===== src/rtl/rv_div_pkg.sv =====
// rv_div_pkg: shared definitions for the iterative RISC-V divider.
//   - op_sel encodings (funct3[1:0]): DIV, DIVU, REM, REMU
//   - FSM state encoding: IDLE, CALC, FIX, DONE
//   - XLEN default, taken from the machine-width define RV_XLEN when present
// Optional feature macro used by rv_div: DIV_BYPASS_EN.

`ifndef RV_XLEN
`define RV_XLEN 32
`endif

package rv_div_pkg;

    localparam int unsigned XLEN_DEFAULT = `RV_XLEN;

    typedef enum logic [1:0] {
        OP_DIV  = 2'b00,
        OP_DIVU = 2'b01,
        OP_REM  = 2'b10,
        OP_REMU = 2'b11
    } op_sel_e;

    typedef enum logic [1:0] {
        ST_IDLE = 2'b00,
        ST_CALC = 2'b01,
        ST_FIX  = 2'b10,
        ST_DONE = 2'b11
    } state_e;

    // Signed ops are the even encodings (DIV, REM).
    function automatic logic op_is_signed(input logic [1:0] op);
        return ~op[0];
    endfunction

    // Remainder ops have bit 1 set (REM, REMU).
    function automatic logic op_is_rem(input logic [1:0] op);
        return op[1];
    endfunction

endpackage


===== src/rtl/rv_div_step.sv =====
// rv_div_step: one combinational radix-2 restoring division step.
// Ports:
//   rem_i     - partial remainder (always < divisor)
//   bit_i     - next dividend bit, MSB first
//   divisor_i - divisor magnitude
//   rem_o     - updated partial remainder
//   qbit_o    - quotient bit produced by this step

module rv_div_step #(
    parameter int unsigned XLEN = 32
) (
    input  logic [XLEN-1:0] rem_i,
    input  logic            bit_i,
    input  logic [XLEN-1:0] divisor_i,
    output logic [XLEN-1:0] rem_o,
    output logic            qbit_o
);

    logic [XLEN:0] shifted_s;

    // The shifted remainder needs XLEN+1 bits: its top bit can be set when
    // the divisor is above 2^(XLEN-1). After a successful subtraction the
    // result is below the divisor, so the low XLEN bits are exact.
    always_comb begin
        shifted_s = {rem_i, bit_i};
        qbit_o    = (shifted_s >= {1'b0, divisor_i}) ? 1'b1 : 1'b0;
        if (qbit_o) begin
            rem_o = shifted_s[XLEN-1:0] - divisor_i;
        end else begin
            rem_o = shifted_s[XLEN-1:0];
        end
    end

endmodule


===== src/rtl/rv_div.sv =====
// rv_div: iterative radix-2 restoring divider for RV M-extension
// DIV/DIVU/REM/REMU. Divides magnitudes one quotient bit per cycle, then
// applies sign fix-up. Divide-by-zero and signed overflow give the
// RISC-V mandated results.
// Ports:
//   clk_i, rst_n_i      - clock, synchronous active-low reset
//   kill_i              - pipeline flush, aborts any operation
//   valid_i / ready_o   - request handshake (ready_o high only in IDLE)
//   op1_i, op2_i        - dividend, divisor
//   op_sel_i            - 00 DIV, 01 DIVU, 10 REM, 11 REMU
//   valid_o / ready_i   - result handshake
//   result_o            - quotient or remainder, registered
// Optional feature: define DIV_BYPASS_EN to finish divide-by-zero and signed
// overflow directly at accept (valid_o the cycle after accept).

module rv_div
    import rv_div_pkg::*;
#(
    parameter int unsigned XLEN  = XLEN_DEFAULT,
    parameter int unsigned CNT_W = $clog2(XLEN)
) (
    input  logic            clk_i,
    input  logic            rst_n_i,
    input  logic            kill_i,
    input  logic            valid_i,
    output logic            ready_o,
    input  logic [XLEN-1:0] op1_i,
    input  logic [XLEN-1:0] op2_i,
    input  logic [1:0]      op_sel_i,
    output logic            valid_o,
    input  logic            ready_i,
    output logic [XLEN-1:0] result_o
);

    state_e            state_r;
    state_e            state_s;
    logic [CNT_W-1:0]  cnt_r;
    op_sel_e           op_sel_r;
    logic              sign1_r;
    logic              sign2_r;
    // dividend_r shifts left each step; quotient bits enter at the bottom,
    // so after XLEN steps it holds the quotient magnitude.
    logic [XLEN-1:0]   dividend_r;
    logic [XLEN-1:0]   divisor_r;
    logic [XLEN-1:0]   rem_r;
    logic [XLEN-1:0]   result_r;
    logic              valid_r;

    logic              ready_s;
    logic              accept_s;
    logic              op_signed_s;
    logic [XLEN-1:0]   abs1_s;
    logic [XLEN-1:0]   abs2_s;
    logic [XLEN-1:0]   step_rem_s;
    logic              step_qbit_s;
    logic              bypass_s;
    logic [XLEN-1:0]   bypass_result_s;
    logic              quot_neg_s;
    logic              rem_neg_s;
    logic [XLEN-1:0]   quot_fix_s;
    logic [XLEN-1:0]   rem_fix_s;
    logic [XLEN-1:0]   fix_result_s;

    rv_div_step #(
        .XLEN (XLEN)
    ) u_step (
        .rem_i     (rem_r),
        .bit_i     (dividend_r[XLEN-1]),
        .divisor_i (divisor_r),
        .rem_o     (step_rem_s),
        .qbit_o    (step_qbit_s)
    );

    // Accept decode and operand magnitudes. The most negative value keeps
    // its bit pattern, which is its correct unsigned magnitude.
    always_comb begin
        accept_s    = valid_i & (state_r == ST_IDLE) & ~kill_i;
        op_signed_s = op_is_signed(op_sel_i);
        if (op_signed_s && op1_i[XLEN-1]) begin
            abs1_s = {XLEN{1'b0}} - op1_i;
        end else begin
            abs1_s = op1_i;
        end
        if (op_signed_s && op2_i[XLEN-1]) begin
            abs2_s = {XLEN{1'b0}} - op2_i;
        end else begin
            abs2_s = op2_i;
        end
    end

`ifdef DIV_BYPASS_EN
    logic div0_s;
    logic ovf_s;

    // Early detection of the two special cases at accept time.
    always_comb begin
        div0_s   = (op2_i == {XLEN{1'b0}});
        ovf_s    = op_signed_s
                   & (op1_i == {1'b1, {(XLEN-1){1'b0}}})
                   & (op2_i == {XLEN{1'b1}});
        bypass_s = div0_s | ovf_s;
        if (div0_s) begin
            bypass_result_s = op_is_rem(op_sel_i) ? op1_i : {XLEN{1'b1}};
        end else if (ovf_s) begin
            bypass_result_s = op_is_rem(op_sel_i) ? {XLEN{1'b0}} : op1_i;
        end else begin
            bypass_result_s = {XLEN{1'b0}};
        end
    end
`else
    assign bypass_s        = 1'b0;
    assign bypass_result_s = {XLEN{1'b0}};
`endif

    // Sign fix-up. A zero divisor leaves the all-ones quotient un-negated;
    // the remainder of a zero divisor is |op1| re-signed, i.e. op1 itself.
    always_comb begin
        quot_neg_s = op_is_signed(op_sel_r) & (sign1_r ^ sign2_r) & (|divisor_r);
        rem_neg_s  = op_is_signed(op_sel_r) & sign1_r;
        if (quot_neg_s) begin
            quot_fix_s = {XLEN{1'b0}} - dividend_r;
        end else begin
            quot_fix_s = dividend_r;
        end
        if (rem_neg_s) begin
            rem_fix_s = {XLEN{1'b0}} - rem_r;
        end else begin
            rem_fix_s = rem_r;
        end
        if (op_is_rem(op_sel_r)) begin
            fix_result_s = rem_fix_s;
        end else begin
            fix_result_s = quot_fix_s;
        end
    end

    // FSM state register.
    always_ff @(posedge clk_i) begin
        if (!rst_n_i) begin
            state_r <= ST_IDLE;
        end else begin
            state_r <= state_s;
        end
    end

    // FSM next-state logic; kill_i overrides everything but reset.
    always_comb begin
        state_s = state_r;
        if (kill_i) begin
            state_s = ST_IDLE;
        end else begin
            case (state_r)
                ST_IDLE: begin
                    if (accept_s) begin
                        state_s = bypass_s ? ST_DONE : ST_CALC;
                    end else begin
                        state_s = ST_IDLE;
                    end
                end
                ST_CALC: begin
                    if (cnt_r == {CNT_W{1'b0}}) begin
                        state_s = ST_FIX;
                    end else begin
                        state_s = ST_CALC;
                    end
                end
                ST_FIX:  state_s = ST_DONE;
                ST_DONE: begin
                    if (ready_i) begin
                        state_s = ST_IDLE;
                    end else begin
                        state_s = ST_DONE;
                    end
                end
                default: state_s = ST_IDLE;
            endcase
        end
    end

    // FSM output decode: ready depends on state only.
    always_comb begin
        if (state_r == ST_IDLE) begin
            ready_s = 1'b1;
        end else begin
            ready_s = 1'b0;
        end
    end

    // Datapath registers: operand capture, iteration, fix-up and result hold.
    always_ff @(posedge clk_i) begin
        if (!rst_n_i) begin
            cnt_r      <= {CNT_W{1'b0}};
            op_sel_r   <= OP_DIV;
            sign1_r    <= 1'b0;
            sign2_r    <= 1'b0;
            dividend_r <= {XLEN{1'b0}};
            divisor_r  <= {XLEN{1'b0}};
            rem_r      <= {XLEN{1'b0}};
            result_r   <= {XLEN{1'b0}};
            valid_r    <= 1'b0;
        end else if (kill_i) begin
            valid_r <= 1'b0;
        end else begin
            case (state_r)
                ST_IDLE: begin
                    if (accept_s) begin
                        op_sel_r   <= op_sel_e'(op_sel_i);
                        sign1_r    <= op_signed_s & op1_i[XLEN-1];
                        sign2_r    <= op_signed_s & op2_i[XLEN-1];
                        dividend_r <= abs1_s;
                        divisor_r  <= abs2_s;
                        rem_r      <= {XLEN{1'b0}};
                        cnt_r      <= CNT_W'(XLEN - 1);
                        if (bypass_s) begin
                            result_r <= bypass_result_s;
                            valid_r  <= 1'b1;
                        end
                    end
                end
                ST_CALC: begin
                    rem_r      <= step_rem_s;
                    dividend_r <= {dividend_r[XLEN-2:0], step_qbit_s};
                    if (cnt_r != {CNT_W{1'b0}}) begin
                        cnt_r <= cnt_r - CNT_W'(1);
                    end
                end
                ST_FIX: begin
                    result_r <= fix_result_s;
                    valid_r  <= 1'b1;
                end
                ST_DONE: begin
                    if (ready_i) begin
                        valid_r <= 1'b0;
                    end
                end
                default: valid_r <= 1'b0;
            endcase
        end
    end

    assign ready_o  = ready_s;
    assign valid_o  = valid_r;
    assign result_o = result_r;

endmodule

===== config.mk =====
export PLATFORM = sky130hd
export DESIGN_NAME = rv_div
export DESIGN_NICKNAME = d
export VERILOG_FILES = /design/src/rtl/rv_div_pkg.sv /design/src/rtl/rv_div_step.sv /design/src/rtl/rv_div.sv
export SDC_FILE = /design/constraint.sdc
export NUM_CORES = 1
export LEC_CHECK = 0
export CAP_MARGIN = 20
export CORE_ASPECT_RATIO = 2
export CORE_MARGIN = 2
export CORE_UTILIZATION = 40
export CTS_BUF_LIST = sky130_fd_sc_hd__clkbuf_4 sky130_fd_sc_hd__clkbuf_8
export CTS_CLUSTER_DIAMETER = 200
export DETAILED_ROUTE_END_ITERATION = 8
export MAX_ROUTING_LAYER = met4
export PLACE_DENSITY_LB_ADDON = 0.25
export SYNTH_ARGS = -nofsm -noshare
export SYNTH_HDL_FRONTEND = slang
export SYNTH_SLANG_ARGS = --single-unit
export TNS_END_PERCENT = 5

===== constraint.sdc =====
create_clock -name clk_i -period 3.8 [get_ports clk_i]
set_input_delay 0.57 -clock clk_i [delete_from_list [all_inputs] [get_ports clk_i]]
set_output_delay 0.57 -clock clk_i [all_outputs]
set_load 0.03 [all_outputs]

== Word level (Yosys, flattened, before mapping) ==
Index checks and enable logic that the tools add are counted.
Operators by class
  $lt $le $gt $ge: 1
  add/sub/neg operators: 6
  equality and inequality tests: 6
  muxes and demuxes: 21
  reductions and logical operators: 14
  bitwise operators: 12
Operators by type and width (number)
  two-way mux 32 bit: 8
  case mux 32 bit (2 select lines): 2
  subtractor 1 x 32 -> 32 bit (first input constant): 4
  >= comparator 33 x 32 -> 1 bit: 1
  OR reduction 32 bit: 1
  subtractor 32 bit: 1
  two-way mux 5 bit: 2
  case mux 5 bit (2 select lines): 1
  case mux 2 bit (4 select lines): 1
  AND 1 bit: 7
  != test 2 bit (second input constant): 3
  AND reduction 3 bit: 2
  logical NOT 5 bit: 1
  nonzero test 5 bit: 1
  subtractor 5 x 1 -> 5 bit (second input constant): 1
  equality test 2 bit (second input constant): 2
  two-way mux 1 bit: 4
  two-way mux 2 bit: 2
  inverter 1 bit: 4
  AND reduction 2 bit: 2
  AND reduction 4 bit: 1
  nonzero test 2 bit: 2
  equality test 2 x 1 -> 1 bit (second input constant): 1
  logical AND 1 bit: 2
  4 further kinds: 4
Storage, ports and cells
  logic and storage cells: 70
  register bits after elaboration: 140

== Depth between registers and ports, before layout ==
  depth in word-level cells: 5
  depth in mapped cells: 14
  depth with buffers taken out: 14

== By module ==
Synthesis repeated with hierarchy kept, for this count alone.
Unflattened totals
  cells, all modules: 1360
  area total of the unflattened synthesis: 10721.5 um^2
By module, submodules not included
  rv_div: cells an instance 1024, times used 1, area an instance 8195.4 um^2, sequential area each 2802.7 um^2
  rv_div_step: cells an instance 336, times used 1, area an instance 2526.2 um^2, sequential area each 0.0 um^2

== Least setup slack after synthesis ==
Ideal clock, no wire load.
  kind: register -> register
  from: reg rem_r[0]
  to: reg rem_r[27]
  arrival time: 2628 ps
  data required time: 3721 ps
  path slack: 1093 ps
  stages on the path, launching flop included: 12
  path buffers: 0
  path through: dfxtp_1 > ha_1 > nor2b_1 > o21ai_1 > o211ai_2 > a31o_2 > a221o_1 > a21boi_1 > o22a_1 > o21ai_0 > mux2_2 > o211ai_1
Between the ends
  cells in the longest elaborated chain, start to end: 4
  elaborated cells on any way between the ends: 5
  classes of those cells: add/sub: 1; order compare: 1; mux: 3
Ends and longest elaborated chain
  from (decl): line rv_div.sv:45  | logic [XLEN-1:0] rem_r;
  from (signal assigned): line rv_div.sv:198  | rem_r <= {XLEN{1'b0}};
  from (signal assigned): line rv_div.sv:212  | rem_r <= {XLEN{1'b0}};
  from (signal assigned): line rv_div.sv:221  | rem_r <= step_rem_s;
  >= comparator 33 x 32 -> 1 bit: line rv_div_step.sv:26  | qbit_o = (shifted_s >= {1'b0, divisor_i}) ? 1'b1 : 1'b0;
  two-way mux 1 bit: line rv_div_step.sv:26
  two-way mux 32 bit (*): line rv_div_step.sv:27  | if (qbit_o) begin
  case mux 32 bit (2 select lines) (*): line rv_div.sv:204  | case (state_r)
Every way passes the cells marked *; elsewhere a longest branch is shown, timed or not.
A chain may end at the register's enable or synchronous reset.

== Worst setup path after layout ==
  from: reg rem_r[23]
  to: reg rem_r[10]
Between the ends
  cells in the longest elaborated chain, start to end: 4
Ends and longest elaborated chain (line)
  >= comparator 33 x 32 -> 1 bit: rv_div_step.sv:26
  two-way mux 1 bit: rv_div_step.sv:26
  two-way mux 32 bit: rv_div_step.sv:27
  case mux 32 bit (2 select lines): rv_div.sv:204
Every way passes these cells.

==> summary.md <==
* 12 — cell count of the worst reg-to-reg path
* 4.66 nW — leakage
* 12 — WP depth
* 0.0103 mm^2 — cell area after synthesis
* 0 — overflow left after global routing
* sky130_fd_sc_hd__dfxtp_1 — top_reg_cell synth
* 0.44 ns — Slowest Stage Delay on Critical Path
* 0.48 ns — clock insertion delay at the later pin of the skew report
* 28,500 um — wire length reported by the detailed router
* register — Critical Path Sink Type
* 1,748 — number of placed instances, taps included
* no — RSZ-0062 raised after global routing
* 4.16 ns — Worst Path Required
* completed — status
* 0.927 ns — actual transition at the worst max-transition pin
* 1,473 — synthesized net count
* sky130_fd_sc_hd__clkbuf_8 — root buf cell
* 0 — Gates resized, CTS repair
* 118 um — die extent in x
* 17 — number of buffers inserted during clock tree synthesis
* 0 — Final Setup Violations
* rem_r[10] — reg2reg end
* 0 — async set-or-reset flop fraction in the synthesized netlist
* 1,364 — Synth Instances
* 140 — clock sink count
* 0 — endpoints failing hold
* 83 — number of core rows
* 568 — Initial DRC Count
* 0 — DRC violations left
* 105 — Top-Level Pins
* 0.272 — fraction of the yosys area taken by sequential cells
* 16.0 um — detailed-route wire length per cell
* 47,500 um — first-pass GRT wire length
* sky130_fd_sc_hd__nand2_1 (175), sky130_fd_sc_hd__dfxtp_1 (139), sky130_fd_sc_hd__a21oi_1 (118), sky130_fd_sc_hd__clkdlybuf4s50_1 (103), sky130_fd_sc_hd__xnor2_1 (95) — most frequent cells in the layout
* 3.32 ns — final period demand of the worst path
* sky130_fd_sc_hd__ha_1 — slowest cell on the critical path
* 1,781 — count of non-filler cells in the finished layout
* 0.0255 mm^2 — standard cell core area
* rem_r[10] — CP Capture Point
* 140 — flop and latch count out of synthesis
* 64 — largest net degree at the start of global routing
* rem_r[23] — critical path startpoint
* 0.404 — Initial Util
* 2 — worst path bufs/invs
* 0.873 — crit share post-route
* 4 — count of H-tree levels built during CTS
* register — sort of element at the start of the critical path
* 0.00964 ns — Max Clock Skew
* 0 — EDFF count, synth
* 35 — maximum fanout encountered on the critical timing path
* 7.57 um^2 — synthesized area divided by synthesized cell count
* 0.08 ns — Clock Pin Slew Worst Setup and Hold Paths
* 0.272 — portion of synthesized cell area occupied by the leading cell type
* rem_r[23] — worst reg2reg startpoint
* 3.96 mW — Final Total Pwr
* 1,536 — layout net count
* 7 — detailed-router iteration count before antenna repair
* register to register — Hold Path Class
* yes — clock tree from TritonCTS
* 0.0272 mm^2 — area of the die
* 0 — setup bufs post-CTS
* simple AND/OR/NAND/NOR gates — category of cells accounting for the largest share of critical-path delay
* 0 — count of pins over their slew limit
* 75 — number of distinct library cells after synthesis
* 0.220 — Global Route Usage Sum
* 0.382 — Max-slew headroom
* ha_1, nand3_1, or2_2, nor4_1, buf_4, a41oi_1, o21ai_0, nand2_1, o211ai_4, buf_12, mux2i_1, o21ai_0 — cells along the critical path
* 104 — port bufs
* 231 um — height of the chip
* 0 — max capacitance violation total
* 0 ns — setup TNS
* 0.301 GHz — Max Clk Rate
* 3.67 ns — signal arrival time at the worst endpoint
* 325 mW/mm^2 — ratio of total power to cell area
* 9,642 — number of global-route vias before repair
* 0.911 — GPL Wtd Cong
* sky130_fd_sc_hd__dfxtp_1 — largest area contributor in the netlist
* 195 uV — worst IR drop on VDD
* 18.0% — area growth from synthesis to layout
* 0.0639 — share of cells above drive strength 1
* 0 — Post-CTS Hold Fix Bufs
* sky130_fd_sc_hd__nand2_1 — most frequent standard cell in the layout excluding fill and tap cells
* 2 — maximum clock insertion buffer count
* sky130_fd_sc_hd__dfxtp_1 (27%), sky130_fd_sc_hd__xnor2_1 (8.1%), sky130_fd_sc_hd__nand2_1 (6.4%) — leading post-synthesis cells by cell area
* 0 — count of nets left with antenna violations after detail routing
* 5.43 — via density per instance
* 22,000 um — HPWL after detailed placement
* register to register — critical path class
* 0.48 ns — worst-case register-to-register setup slack
* 1 — number of antenna violations at the first check in global routing
* sky130_fd_sc_hd__o21ai_0 — cell seen most often among critical-path stages
* 9,670 — vias post-DR
* 0 — Yosys warning count
## routing by layer
layer / part of all wire / global-route usage / vias to the layer above
met5: 0 / - / -
met4: 0.043 / 0.107 / 0
met3: 0.030 / 0.0381 / 58
met2: 0.54 / 0.408 / 182
met1: 0.39 / 0.220 / 4464
li1: - / - / 4966
## worst reg2reg max path, stage by stage, from the launching register on
cell and delay, ns:
sky130_fd_sc_hd__dfxtp_1 0.41, sky130_fd_sc_hd__ha_1 0.44, sky130_fd_sc_hd__nand3_1 0.16, sky130_fd_sc_hd__or2_2 0.39, sky130_fd_sc_hd__nor4_1 0.42, sky130_fd_sc_hd__buf_4 0.22
sky130_fd_sc_hd__a41oi_1 0.13, sky130_fd_sc_hd__o21ai_0 0.13, sky130_fd_sc_hd__nand2_1 0.11, sky130_fd_sc_hd__o211ai_4 0.18, sky130_fd_sc_hd__buf_12 0.26, sky130_fd_sc_hd__mux2i_1 0.25
sky130_fd_sc_hd__o21ai_0 0.09
## cell families after synthesis
logic type	Yosys count	share of synthesized area
DFF	140	0.272
AOI/OAI and AO/OA	427	0.279
adders and majority gates	38	0.0468
muxes	18	0.0176
and+or+nand+nor	454	0.212
buffers and inverters	150	0.0564
xor gates and xnor gates	137	0.116
## worst min-delay path by stage
stage               cells after the start    startpoint  slack (ns)           end
finish                                  2  result_o[16]        0.47  result_o[16]
global route                            2   result_o[8]        0.49   result_o[8]
CTS                                     2  result_o[16]        0.47  result_o[16]
detailed placement                      2  result_o[16]        0.46  result_o[16]
global placement                        2   result_o[2]        0.45   result_o[2]
floorplan                               2       sign2_r        0.46       sign2_r
## through the flow
step / setup slack [ns] / util / hold slack [ns] / cell area, um^2
after floorplan: 1.09 / - / 0.456 / 10300
after global placement: 0.208 / 0.458 / 0.453 / 11700
after detailed placement: 0.217 / 0.458 / 0.462 / 11700
after CTS: 0.566 / 0.477 / 0.473 / 12200
after global routing: 0.295 / 0.477 / 0.491 / 12200
final: 0.482 / 0.477 / 0.471 / 12200
## sequential cells by signal, summed over array words and instances (netlist names)
register and count:
sign2_r 1, sign1_r 1, op_sel_r 2, valid_o 1, cnt_r 5, divisor_r 32, result_o 32, rem_r 32
state_r 2, dividend_r 32
## cell type report
type	instances	area, um^2
fill	2644	13400
multi-input combinational	1074	6970
sequential	140	2800
timing repair buffer	131	1250
tap	340	425
clock buffer	18	248
clock inverter	14	241
inverter	63	236
antenna	1	2.50
## synthesized netlist by cell type (37+ instances only)
cell type and instances:
sky130_fd_sc_hd__nand2_1 175, sky130_fd_sc_hd__dfxtp_1 140, sky130_fd_sc_hd__a21oi_1 118, sky130_fd_sc_hd__xnor2_1 95, sky130_fd_sc_hd__nor2_1 94, sky130_fd_sc_hd__o21ai_0 88
sky130_fd_sc_hd__clkbuf_1 72, sky130_fd_sc_hd__inv_1 63, sky130_fd_sc_hd__nor2b_1 45, sky130_fd_sc_hd__xor2_1 42, sky130_fd_sc_hd__ha_1 37
## power breakdown
| group | internal [mW] | switching (mW) | total, mW |
|---|---|---|---|
| Clock | 0.866 | 0.625 | 1.49 |
| Sequential | 1.53 | 0.0783 | 1.60 |
| Combinational | 0.380 | 0.486 | 0.866 |
Note: power is estimated with default switching activity, not from simulation.
==> RTL edit, RTL diff (same flow settings) <==
The option `DIV_BYPASS_EN` is turned on by a define.
--- a/src/rtl/rv_div.sv
+++ b/src/rtl/rv_div.sv
@@ -13,4 +13,6 @@
 // Optional feature: define DIV_BYPASS_EN to finish divide-by-zero and signed
 // overflow directly at accept (valid_o the cycle after accept).
+
+`define DIV_BYPASS_EN
 
 module rv_div
Behaviour: not the same (a bounded check fails within 4 cycles, from zero or initial values and one cycle with rst_n_i low).
==> RTL edit against the unedited design <==
- count of clock-buffer cells in the layout shrank 1
- via count grew 12%
- routed wire length grew 23%
- setup slack lost 0.21 ns
- sequential cell count is the same
- clock power shrank 21%
- clock skew grew 0.0062 ns
- synthesized area grew 0.69%
- final area grew 3.0%
- total power shrank 7.6%
- die area grew 0.67%
==> RTL edit: results (changes against the unedited design) <==
- Nets: 1631 (was 1536)
- All-Layer GR Usage: 26.0% (was 22.0%)
- WP data required: 4.18 ns (was 4.16 ns)
- Layout fillers: 2619 (was 2644)
- Buffers added on ports: 104 (unchanged)
- CTS Buf Count: 17 (unchanged)
- Clk_skew: 0.0159 ns (was 0.00964 ns)
- DR iter-0 viols: 746 (was 568)
- Largest net degree at the start of global routing: 63 (was 64)
- Crit path max-delay cell type: a21oi_1 (was ha_1)
- DR WL met3: 1160 µm (was 847 µm)
- Met2 WL: 19000 µm (was 15300 µm)
- Status: finished, final reports clean (unchanged)
- Leakage: 4.88 nW (was 4.66 nW)
- Number of iterations in the first detailed-routing pass: 5 (was 7)
- Worst-path clk slew: 0.10 ns (was 0.08 ns)
- Total wire length: 35000 µm (was 28500 µm)
- VDD IR-drop max: 0.228 mV (was 0.195 mV)
- Max stage delay on crit path: 0.41 ns (was 0.44 ns)
- Synth top area cells: dfxtp_1 27%, xnor2_1 7.1%, o21ai_0 6.6% (was dfxtp_1 27%, xnor2_1 8.1%, nand2_1 6.4%)
- Yosys warning total: 0 (unchanged)
- Register area share after synthesis: 27.0% (was 27.2%)
- Async SR Flop Fraction: 0% (unchanged)
- Root buffer cell: clkbuf_8 (unchanged)
- First-pass GRT wire length: 54900 µm (was 47500 µm)
- Final GP Congestion: 0.976 (was 0.911)
- Hold Path Class: reg2reg (unchanged)
- Max clock buf depth: 2 (unchanged)
- Post-CTS Setup Inserts: 0 (unchanged)
- Post-DP HPWL: 27400 µm (was 22000 µm)
- Critical path launch point type: register (unchanged)
- Layout cell share with drive strength beyond 1: 8.28% (was 6.39%)
- Synthesized Nets: 1515 (was 1473)
- Worst min-delay path startpoint: op_sel_r[1]$_SDFFE_PN0P_ (was result_o[16]$_SDFFE_PN0P_)
- CTS H-Tree Depth: 4 (unchanged)
- Via/cell ratio: 5.78 (was 5.43)
- Post_cts resized: 0 (unchanged)
- Skew-Pair Late Insertion Delay: 0.49 ns
- Worst Path Arrival: 3.91 ns (was 3.67 ns)
- Top Metal Used: met4 (unchanged)
- Maximum fanout along the worst path: 3 (was 35)
- Reg-to-reg critical path startpoint: dividend_r[31]$_SDFFE_PN0P_ (was rem_r[23]$_SDFFE_PN0P_)
- CP top delay family: compound AO/OA/AOI/OAI gates (was simple AND/OR/NAND/NOR gates)
- Yosys cell types: 62 (was 75)
- Worst Tran Pin Value: 0.775 ns (was 0.927 ns)
- Synth top cells by count: 140 x dfxtp_1, 138 x o21ai_0, 132 x nor2_1 (was 175 x nand2_1, 140 x dfxtp_1, 118 x a21oi_1)
- WL met1: 12400 µm (was 11200 µm)
- Initial antenna violation count: 1 (unchanged)
-- RTL edit: cell families (layout without fill, tap and decap cells) --
logic type | after synthesis | in the layout | share of synthesized area [%]
other | 0 | 1 | 0
and+or+nand+nor | 446 | 446 | 20.4
adders and majority gates | 39 | 39 | 4.77
AOI/OAI and AO/OA | 474 | 474 | 29.0
DFF | 140 | 140 | 27.0
buffers and inverters | 148 | 277 | 5.47
muxes | 13 | 13 | 1.25
xor gates and xnor gates | 145 | 145 | 12.2
-- RTL edit: power by group --
part           leakage, nW  internal [mW]  switching [mW]
Clock                0.176          0.473           0.710
Sequential            1.14           1.52          0.0783
Combinational         3.57          0.375           0.502
Total                 4.88           2.37            1.29
-- RTL edit: final timing paths --
check	end	slack [ns]	depth (start not counted)
setup reg to reg	rem_r[30]$_SDFFE_PN0P_	0.27	15
hold reg to reg	op_sel_r[1]$_SDFFE_PN0P_	0.48	2
hold / removal	op_sel_r[1]$_SDFFE_PN0P_	0.48	2
setup / recovery	rem_r[30]$_SDFFE_PN0P_	0.27	15
-- RTL edit: through the flow --
stage	hold slack (ns)	cell area [µm²]	std cells	util (%)	setup WS, ns
CTS	0.475	12500	1874	48.9	0.295
floorplan	0.445	10400	1405	-	0.424
finish	0.479	12500	1875	48.9	0.270
global route	0.509	12500	1875	48.9	0.0400
global placement	0.443	12200	1842	47.5	-0.174
detailed placement	0.462	12200	1842	47.5	-0.210
-- RTL edit: routing by layer --
metal	global-route usage, %	vias to the layer above
li1	-	5295
met1	24.0	5059
met2	49.5	347
met3	3.27	129
met4	17.2	0
met5	-	-
-- RTL edit: cell type report --
class	instances	share of cell area, %
inverter	66	1.97
sequential	140	22.3
tap	340	3.39
antenna	1	0.0199
clock inverter	15	1.04
multi-input combinational	1117	56.3
timing repair buffer	179	13.0
clock buffer	17	1.86
